### src/rtl/axi_rd_arbiter_if.sv
// axi_rd_arbiter_if: requester command/response ports plus the AXI read channels of the shared master port
interface axi_rd_arbiter_if #(
  parameter int NUM_REQ = 4,
  parameter int M_AXI_ID_WIDTH = 4,
  parameter int M_AXI_DATA_WIDTH = 32
);
  logic [NUM_REQ-1:0] req_valid, req_ready, rsp_valid, rsp_ready;
  logic [32*NUM_REQ-1:0] req_addr;
  logic [9*NUM_REQ-1:0] req_len;
  logic [M_AXI_DATA_WIDTH-1:0] rsp_data, m_axi_rdata;
  logic [1:0] rsp_resp, m_axi_rresp, m_axi_arburst;
  logic rsp_last, busy, err;
  logic [31:0] m_axi_araddr;
  logic [M_AXI_ID_WIDTH-1:0] m_axi_arid, m_axi_rid;
  logic [7:0] m_axi_arlen;
  logic [2:0] m_axi_arsize;
  logic m_axi_arvalid, m_axi_arready, m_axi_rready, m_axi_rvalid, m_axi_rlast;
  modport master (
    input  req_valid, req_addr, req_len, rsp_ready,
           m_axi_arready, m_axi_rdata, m_axi_rresp, m_axi_rvalid, m_axi_rid, m_axi_rlast,
    output req_ready, rsp_valid, rsp_data, rsp_resp, rsp_last, busy, err,
           m_axi_araddr, m_axi_arvalid, m_axi_arid, m_axi_arlen, m_axi_arsize, m_axi_arburst, m_axi_rready
  );
  modport slave (
    output req_valid, req_addr, req_len, rsp_ready,
           m_axi_arready, m_axi_rdata, m_axi_rresp, m_axi_rvalid, m_axi_rid, m_axi_rlast,
    input  req_ready, rsp_valid, rsp_data, rsp_resp, rsp_last, busy, err,
           m_axi_araddr, m_axi_arvalid, m_axi_arid, m_axi_arlen, m_axi_arsize, m_axi_arburst, m_axi_rready
  );
endinterface

### src/rtl/axi_rd_arbiter.sv
// axi_rd_arbiter: round-robin sharing of one AXI read port among NUM_REQ burst requesters
module axi_rd_arbiter #(
  parameter int NUM_REQ = 4,
  parameter int M_AXI_ID_WIDTH = 4,
  parameter int M_AXI_DATA_WIDTH = 32
) (
  input logic m_axi_aclk,
  input logic m_axi_aresetn,
  axi_rd_arbiter_if.master bus
);
  localparam int IW = $clog2(NUM_REQ);
  typedef enum logic [1:0] {IDLE, ADDR, DATA} state_t;
  state_t state, state_nx;
  logic [IW-1:0] rr_ptr, g, gnt_idx, j, g_inc;
  logic [NUM_REQ-1:0] req_ready_q;
  logic [31:0] addr;
  logic [8:0] len, cnt, cmd_len;
  logic gnt_any, xfer, beat, sel, err_q;
  assign sel = state == IDLE && req_ready_q == '0 && gnt_any;
  assign xfer = |(req_ready_q & bus.req_valid);
  assign beat = state == DATA && bus.m_axi_rvalid && bus.m_axi_rready;
  assign g_inc = (g == IW'(NUM_REQ - 1)) ? '0 : g + 1'b1;
  assign cmd_len = (bus.req_len[9*g +: 9] > 9'd256) ? 9'd256 : bus.req_len[9*g +: 9];
  // lowest k wins, so the scan effectively starts at rr_ptr and wraps
  always_comb begin
    gnt_any = 1'b0;
    gnt_idx = '0;
    j = '0;
    for (int k = NUM_REQ - 1; k >= 0; k--) begin
      j = IW'((int'(rr_ptr) + k) % NUM_REQ);
      if (bus.req_valid[j]) begin
        gnt_any = 1'b1;
        gnt_idx = j;
      end
    end
  end
  always_comb begin
    state_nx = state;
    state_nx = (state == IDLE && xfer && cmd_len != 9'd0) ? ADDR :
               (state == ADDR && bus.m_axi_arready) ? DATA :
               (beat && bus.m_axi_rlast) ? IDLE : state;
  end
  always_ff @(posedge m_axi_aclk or negedge m_axi_aresetn)
    if (!m_axi_aresetn) state <= IDLE;
    else state <= state_nx;
  always_ff @(posedge m_axi_aclk or negedge m_axi_aresetn) begin
    if (!m_axi_aresetn) begin
      rr_ptr <= '0;
      g <= '0;
      req_ready_q <= '0;
      addr <= '0;
      len <= '0;
      cnt <= '0;
      err_q <= 1'b0;
    end else begin
      req_ready_q <= sel ? NUM_REQ'(1) << gnt_idx : '0;
      if (sel) g <= gnt_idx;
      if (xfer) begin
        addr <= bus.req_addr[32*g +: 32];
        len <= cmd_len;
      end
      if (xfer && cmd_len == 9'd0) rr_ptr <= g_inc;
      if (beat && bus.m_axi_rlast) rr_ptr <= g_inc;
      cnt <= (state == ADDR) ? '0 : beat ? cnt + 9'd1 : cnt;
      err_q <= beat && (bus.m_axi_rid != M_AXI_ID_WIDTH'(g) || bus.m_axi_rlast != (cnt + 9'd1 == len));
    end
  end
  assign bus.req_ready = req_ready_q;
  assign bus.m_axi_arvalid = state == ADDR;
  assign bus.m_axi_araddr = (state == ADDR) ? addr : '0;
  assign bus.m_axi_arid = (state == ADDR) ? M_AXI_ID_WIDTH'(g) : '0;
  assign bus.m_axi_arlen = (state == ADDR) ? 8'(len - 9'd1) : '0;
  assign bus.m_axi_arsize = 3'($clog2(M_AXI_DATA_WIDTH / 8));
  assign bus.m_axi_arburst = 2'b01;
  assign bus.m_axi_rready = state == DATA && bus.rsp_ready[g];
  assign bus.rsp_valid = (state == DATA && bus.m_axi_rvalid) ? NUM_REQ'(1) << g : '0;
  assign bus.rsp_data = bus.m_axi_rdata;
  assign bus.rsp_resp = bus.m_axi_rresp;
  assign bus.rsp_last = bus.m_axi_rlast;
  assign bus.busy = state != IDLE;
  assign bus.err = err_q;
endmodule
### src/flat_wrapper.sv
// flat-port wrapper written by rule: the top's interface ports become plain ports
module axi_rd_arbiter_flat 
#(
  parameter int NUM_REQ = 4,
  parameter int M_AXI_ID_WIDTH = 4,
  parameter int M_AXI_DATA_WIDTH = 32
)
  (m_axi_aclk, m_axi_aresetn, bus_req_valid, bus_req_addr, bus_req_len, bus_rsp_ready, bus_m_axi_arready, bus_m_axi_rdata, bus_m_axi_rresp, bus_m_axi_rvalid, bus_m_axi_rid, bus_m_axi_rlast, bus_req_ready, bus_rsp_valid, bus_rsp_data, bus_rsp_resp, bus_rsp_last, bus_busy, bus_err, bus_m_axi_araddr, bus_m_axi_arvalid, bus_m_axi_arid, bus_m_axi_arlen, bus_m_axi_arsize, bus_m_axi_arburst, bus_m_axi_rready);
  axi_rd_arbiter_if #(.NUM_REQ(NUM_REQ), .M_AXI_ID_WIDTH(M_AXI_ID_WIDTH), .M_AXI_DATA_WIDTH(M_AXI_DATA_WIDTH)) bus_i ();
  input logic m_axi_aclk;
  input logic m_axi_aresetn;
  input wire logic [$bits(bus_i.req_valid)-1:0] bus_req_valid;
  input wire logic [$bits(bus_i.req_addr)-1:0] bus_req_addr;
  input wire logic [$bits(bus_i.req_len)-1:0] bus_req_len;
  input wire logic [$bits(bus_i.rsp_ready)-1:0] bus_rsp_ready;
  input wire logic [$bits(bus_i.m_axi_arready)-1:0] bus_m_axi_arready;
  input wire logic [$bits(bus_i.m_axi_rdata)-1:0] bus_m_axi_rdata;
  input wire logic [$bits(bus_i.m_axi_rresp)-1:0] bus_m_axi_rresp;
  input wire logic [$bits(bus_i.m_axi_rvalid)-1:0] bus_m_axi_rvalid;
  input wire logic [$bits(bus_i.m_axi_rid)-1:0] bus_m_axi_rid;
  input wire logic [$bits(bus_i.m_axi_rlast)-1:0] bus_m_axi_rlast;
  output wire logic [$bits(bus_i.req_ready)-1:0] bus_req_ready;
  output wire logic [$bits(bus_i.rsp_valid)-1:0] bus_rsp_valid;
  output wire logic [$bits(bus_i.rsp_data)-1:0] bus_rsp_data;
  output wire logic [$bits(bus_i.rsp_resp)-1:0] bus_rsp_resp;
  output wire logic [$bits(bus_i.rsp_last)-1:0] bus_rsp_last;
  output wire logic [$bits(bus_i.busy)-1:0] bus_busy;
  output wire logic [$bits(bus_i.err)-1:0] bus_err;
  output wire logic [$bits(bus_i.m_axi_araddr)-1:0] bus_m_axi_araddr;
  output wire logic [$bits(bus_i.m_axi_arvalid)-1:0] bus_m_axi_arvalid;
  output wire logic [$bits(bus_i.m_axi_arid)-1:0] bus_m_axi_arid;
  output wire logic [$bits(bus_i.m_axi_arlen)-1:0] bus_m_axi_arlen;
  output wire logic [$bits(bus_i.m_axi_arsize)-1:0] bus_m_axi_arsize;
  output wire logic [$bits(bus_i.m_axi_arburst)-1:0] bus_m_axi_arburst;
  output wire logic [$bits(bus_i.m_axi_rready)-1:0] bus_m_axi_rready;
  assign bus_i.req_valid = bus_req_valid;
  assign bus_i.req_addr = bus_req_addr;
  assign bus_i.req_len = bus_req_len;
  assign bus_i.rsp_ready = bus_rsp_ready;
  assign bus_i.m_axi_arready = bus_m_axi_arready;
  assign bus_i.m_axi_rdata = bus_m_axi_rdata;
  assign bus_i.m_axi_rresp = bus_m_axi_rresp;
  assign bus_i.m_axi_rvalid = bus_m_axi_rvalid;
  assign bus_i.m_axi_rid = bus_m_axi_rid;
  assign bus_i.m_axi_rlast = bus_m_axi_rlast;
  assign bus_req_ready = bus_i.req_ready;
  assign bus_rsp_valid = bus_i.rsp_valid;
  assign bus_rsp_data = bus_i.rsp_data;
  assign bus_rsp_resp = bus_i.rsp_resp;
  assign bus_rsp_last = bus_i.rsp_last;
  assign bus_busy = bus_i.busy;
  assign bus_err = bus_i.err;
  assign bus_m_axi_araddr = bus_i.m_axi_araddr;
  assign bus_m_axi_arvalid = bus_i.m_axi_arvalid;
  assign bus_m_axi_arid = bus_i.m_axi_arid;
  assign bus_m_axi_arlen = bus_i.m_axi_arlen;
  assign bus_m_axi_arsize = bus_i.m_axi_arsize;
  assign bus_m_axi_arburst = bus_i.m_axi_arburst;
  assign bus_m_axi_rready = bus_i.m_axi_rready;
  axi_rd_arbiter #(.NUM_REQ(NUM_REQ), .M_AXI_ID_WIDTH(M_AXI_ID_WIDTH), .M_AXI_DATA_WIDTH(M_AXI_DATA_WIDTH)) u_core (.m_axi_aclk(m_axi_aclk), .m_axi_aresetn(m_axi_aresetn), .bus(bus_i));
endmodule
### config.mk
export PLATFORM = sky130hd
export DESIGN_NAME = axi_rd_arbiter_flat
export DESIGN_NICKNAME = d
export VERILOG_FILES = /design/src/rtl/axi_rd_arbiter_if.sv /design/src/rtl/axi_rd_arbiter.sv /design/src/flat_wrapper.sv
export SDC_FILE = /design/constraint.sdc
export NUM_CORES = 1
export LEC_CHECK = 0
export CORE_AREA = 2 2 122 124
export CTS_CLUSTER_SIZE = 16
export DETAILED_ROUTE_END_ITERATION = 16
export DIE_AREA = 0 0 124 126
export HOLD_SLACK_MARGIN = 0.02
export PLACE_DENSITY = 0.75
export SLEW_MARGIN = 20
export SYNTH_ARGS = -nofsm -noshare
export SYNTH_HDL_FRONTEND = slang
export SYNTH_SLANG_ARGS = --single-unit
### constraint.sdc
create_clock -name m_axi_aclk -period 5 [get_ports m_axi_aclk]
set_input_delay 0.75 -clock m_axi_aclk [delete_from_list [all_inputs] [get_ports m_axi_aclk]]
set_output_delay 0.75 -clock m_axi_aclk [all_outputs]
set_load 0.01 [all_outputs]
# == After elaboration in Yosys (flattened, before gate mapping) ==
# Cells that the tools add are included.
# totals
ff_bits,61
inputBits,215
# classes
add_sub_neg,6
mul,1
mux,32
n_reduce_logical,21
magnitude_cmp,6
bitwise_logic,1
shift,4
n_eq_ne,6
# op_table
cell,n
$shiftx 128x8->32,1
$shiftx 36x7->9,1
$mux 32,1
$mux 9,3
$mux 2,11
$lt 2x3->1 const B,5
$logic_and 1x1->1,11
$bmux 1 s2,5
$add 9x1->9 const B,1
$eq 9x9->1,1
$gt 9x9->1 const B,1
$logic_not 9->1,1
$mux 1,9
$reduce_bool 9->1,1
$mux 4,2
$mux 8,1
$shl 1x2->4 const A,2
$sub 8x1->8 const B,1
$mul 4x2->6 const A,1
$reduce_bool 2->1,3
$add 2x1->2 const B,2
$add 2x2->2 const B,2
$and 4x4->4,1
$eq 2x2->1 const B,2
8 further kinds,8

# == Longest topological paths before layout ==
# depth
ltp_word,9
mapped_depth,8

# == Worst setup path before layout ==
# Ideal clock, no wire load.
# synth_timing
path_kind,register to output
start,register u_core.g[1]
end,output bus_rsp_valid[0]
arrival_ps,1670
path_stages_with_launch,7
path_buffers,3
slack_ps,2580
required_ps,4250
path_cell_list,dfrtp_1 -> buf_2 -> buf_1 -> clkbuf_1 -> inv_1 -> ha_1 -> and2_1
# synth_between
elab_chain_cells,2
# synth_lines
item,line,text
from (decl),axi_rd_arbiter.sv:14,"logic [IW-1:0] rr_ptr, g, gnt_idx, j, g_inc;"
from (signal assigned),axi_rd_arbiter.sv:57,if (sel) g <= gnt_idx;
$shl 1x2->4,axi_rd_arbiter.sv:76,assign bus.rsp_valid = (state == DATA && bus.m_axi_rvalid) ? NUM_REQ'(1) << g : '0;
$mux 4,axi_rd_arbiter.sv:76,
to (decl),flat_wrapper.sv:23,output wire logic [$bits(bus_i.rsp_valid)-1:0] bus_rsp_valid;
# No other way between the ends.

# == Worst setup path in the final report ==
# layout_timing
start,register u_core.g[0]
end,output bus_rsp_valid[0]
# Same word-level chain as after synthesis.

==> impl_metrics.env <==
export IMPL_run_status="finished, final reports clean"
export IMPL_core_area_sq_um=14300
export IMPL_sequentialPowerShare=0.289
export IMPL_die_ht_um=126
export IMPL_yosys_top_cells_area="sky130_fd_sc_hd__dfrtp_1 33%, sky130_fd_sc_hd__mux4_2 20%, sky130_fd_sc_hd__nand2_1 10%"
export IMPL_final_antenna_net_count=0
export IMPL_slowest_cell_on_crit_path="sky130_fd_sc_hd__dfrtp_4"
export IMPL_worst_endpoint_arrival_ns=2.61
export IMPL_synth_enable_flop_cells=0
export IMPL_postLayoutCellArea_sq_um=7140
export IMPL_synth_cell_area_sq_um=4620
export IMPL_holdPathEnd="u_core.addr[0]"
export IMPL_synth_seq_area_share=0.330
export IMPL_area_delta_synth_final_pct=54.4
export IMPL_cell_count_after_synthesis=497
export IMPL_place_port_buffers=235
export IMPL_rsz0062_at_grt="no"
export IMPL_critical_path_class="reg -> out"
export IMPL_layout_drive_gt1_share=0.106
export IMPL_post_synth_top_area_cell="sky130_fd_sc_hd__dfrtp_1"
export IMPL_timing_final_ws_setup_ns=1.64
export IMPL_start_util=0.323
export IMPL_crit_family="buffers and inverters"
export IMPL_first_global_vias=4564
export IMPL_switching_share=0.373
export IMPL_hold_viol=0
export IMPL_timing_reg2reg_setup_slack_ns=2.35
export IMPL_layout_worst_path_cycle_share=0.672
export IMPL_grtUsageTotal=0.209
export IMPL_synth_yosys_warnings=0
export IMPL_diodes=0
export IMPL_power_net_switching_mw=1.16
export IMPL_post_synth_mux_area_share=0.210
export IMPL_maximum_number_of_pins_on_one_net_before_global_route_repair=62
export IMPL_timing_clock_skew_ns=0.00853
export IMPL_globalRouteOverflowTotal=0
export IMPL_vias=4355
export IMPL_grt_pass1_wl_um=24500
export IMPL_synth_lib_cells_used_distinct=48
export IMPL_dr_first_iter_drc_count=245
export IMPL_cts_root_buf="sky130_fd_sc_hd__clkbuf_16"
export IMPL_hold_path_startpoint="u_core.addr[0]"
export IMPL_design_portCount=311
export IMPL_cts_clk_slew_worst_paths_ns=0.05
export IMPL_cp_cell_sequence="buf_4 > inv_1 > ha_1 > and2_1 > clkdlybuf4s50_1"
export IMPL_post_cts_buffers=0
export IMPL_async_flop_share=1.00
export IMPL_synth_compound_area_share=0.0531
export IMPL_drt_vias_per_instance=5.01
export IMPL_fin_tns_setup_ns=0
export IMPL_drcViolationCount=0
export IMPL_clk_insertion_delay_late_ns=0.32
export IMPL_xor_xnor_cell_area_share_of_the_yosys_netlist=0.0398
export IMPL_regToRegEndpoint="u_core.bus.err"
export IMPL_ctsHoldBuffers=0
export IMPL_critical_path_fanout_max=32
export IMPL_hold_path_class="reg -> reg"
export IMPL_timing_max_cap_violations=0
export IMPL_design_die_area_sq_um=15600
export IMPL_slew_limit_headroom=0.394
export IMPL_numClockSinks=61
export IMPL_final_common_cell="sky130_fd_sc_hd__clkdlybuf4s50_1"
export IMPL_path_buf_inv=3
export IMPL_period_minus_slack_ns=3.36
export IMPL_finalSetupViolations=0
export IMPL_most_common_layout_cells="234 x sky130_fd_sc_hd__clkdlybuf4s50_1, 129 x sky130_fd_sc_hd__nand2_1, 59 x sky130_fd_sc_hd__dfrtp_1"
export IMPL_cellLeakagePower_nw=2.94
export IMPL_tritoncts="yes"
export IMPL_clock_tree_buffer_depth=2
export IMPL_required_ns=4.25
export IMPL_wirelength_um=15900
export IMPL_crit_path_end_kind="output pin"
export IMPL_gp_routability_congestion=0.981
export IMPL_synth_top_area_frac=0.330
export IMPL_r2r_start="u_core.g[0]"
export IMPL_cts_resized=0
export IMPL_num_nets_final=902
export IMPL_r2r_cells=6
export IMPL_grt_antenna_before_repair=0
export IMPL_start_kind="flip-flop"
export IMPL_syn_avg_cell_area_sq_um=9.30
export IMPL_comb_power_share=0.493
export IMPL_clkPwrFrac=0.218
export IMPL_timing_worst_slew_pin_value_ns=0.909
export IMPL_powerDensity_nw_per_um2=435
export IMPL_dp_hpwl_um=12600
export IMPL_postSynthRegisterBits=61
export IMPL_synth_fa_ha_area_frac=0.0162
export IMPL_report_power_total_mw=3.10
export IMPL_clock_fmax_ghz=0.298
export IMPL_final_max_slew_viol_count=0
export IMPL_synth_top_family_by_area="simple AND/OR/NAND/NOR gates"
export IMPL_worst_ir_drop_vdd_mv=0.157
export IMPL_power_report_internal_total_mw=1.95
export IMPL_pre_cts_slack_ns=1.70
export IMPL_detail_route_wl_per_cell_um=18.3
export IMPL_row_count=44
export IMPL_cts_max_level=3
export IMPL_detailedRoute_firstPassIterationCount=4
export IMPL_whs_path_depth=2
export IMPL_fp_dieW_um=124
export IMPL_synth_simple_area_share=0.245
export IMPL_synth_top_flop_cell="sky130_fd_sc_hd__dfrtp_1"
export IMPL_place_area_sq_um=6810
export IMPL_cts_buffers=9
export IMPL_cp_slowest_stage_delay_ns=0.63
## state kept, by name (all words and copies together), names as in the netlist
| register | cells |
|---|---|
| u_core.cnt | 9 |
| u_core.addr | 32 |
| u_core.len | 9 |
| u_core.state | 2 |
| u_core.bus.req_ready | 4 |
| u_core.g | 2 |
| u_core.rr_ptr | 2 |
| u_core.bus.err | 1 |
## worst max-delay path by stage
stage / from / end / cells after the start / slack, ns
global route: u_core.g[0] / bus_rsp_valid[0] / 5 / 1.42
finish: u_core.g[0] / bus_rsp_valid[0] / 5 / 1.64
global placement: u_core.state[1] / bus_m_axi_araddr[10] / 4 / 1.87
detailed placement: u_core.state[1] / bus_m_axi_araddr[13] / 4 / 1.70
floorplan: u_core.g[1] / bus_rsp_valid[0] / 6 / 2.58
CTS: u_core.state[1] / bus_m_axi_araddr[13] / 4 / 1.34
## synth_stat cells (all sizes together) (2+ instances only)
library cell  number
nand2            129
mux2               2
and3               2
nand4              3
a22oi              3
or2                2
a211oi             2
dfrtp             61
nand3              8
xor2              10
mux4              42
buf               53
xnor2             11
o22ai              2
ha                 6
and2              39
o21ai             19
conb               2
a21oi              5
nand2b             7
nor4b              2
or4                3
nor4               2
or3b               2
inv                9
clkbuf            18
nor2              32
and3b              2
nor3               5
## cell type report
| type | count | area, sq um |
|---|---|---|
| Clock buffer | 11 | 243 |
| Clock inverter | 5 | 83.8 |
| Fill cell | 1315 | 7180 |
| Inverter | 9 | 33.8 |
| Multi-Input combinational cell | 361 | 2640 |
| Sequential cell | 61 | 1530 |
| Tap cell | 184 | 230 |
| Timing Repair Buffer | 239 | 2380 |
## worst reg2reg max path, stage by stage, from the launching register on
cell and delay [ns]:
sky130_fd_sc_hd__dfrtp_4 0.63, sky130_fd_sc_hd__buf_4 0.59, sky130_fd_sc_hd__xor2_1 0.13, sky130_fd_sc_hd__or4_1 0.63, sky130_fd_sc_hd__a311oi_1 0.29, sky130_fd_sc_hd__mux2_2 0.20
sky130_fd_sc_hd__a211oi_1 0.05
## power by group through the flow
stage          combinational [mW]  clock (mW)  sequential (mW)
3_5_place_dp                 1.55           0            0.902
2_1_floorplan                1.08           0            0.786
5_1_grt                      1.70       0.720            0.925
3_3_place_gp                 1.51           0            0.899
4_1_cts                      1.55       0.692            0.898
6_report                     1.53       0.676            0.897
## stage by stage
step                      hold WS, ns  cells  utilization
final                           0.464    870        0.499
after global routing            0.480    870        0.499
after CTS                       0.466    870        0.499
after detailed placement        0.454    854        0.476
after global placement          0.444    854        0.476
after floorplan                 0.430    502            -
## cell families after synthesis
| family | Yosys count |
|---|---|
| AND/OR/NAND/NOR | 243 |
| buffers and inverters | 80 |
| XOR/XNOR | 21 |
| other | 2 |
| flip-flops | 61 |
| AO/OA/AOI/OAI | 40 |
| adder cells (fa/ha/maj) | 6 |
| multiplexers | 44 |
## layer usage
layer | vias up | part of all wire | track usage
li1 | 2018 | - | -
met1 | 2110 | 0.39 | 0.259
met2 | 190 | 0.51 | 0.356
met3 | 37 | 0.064 | 0.0448
met4 | 0 | 0.030 | 0.0747
met5 | - | 0 | 0
Power figures use the tool's default switching activity.
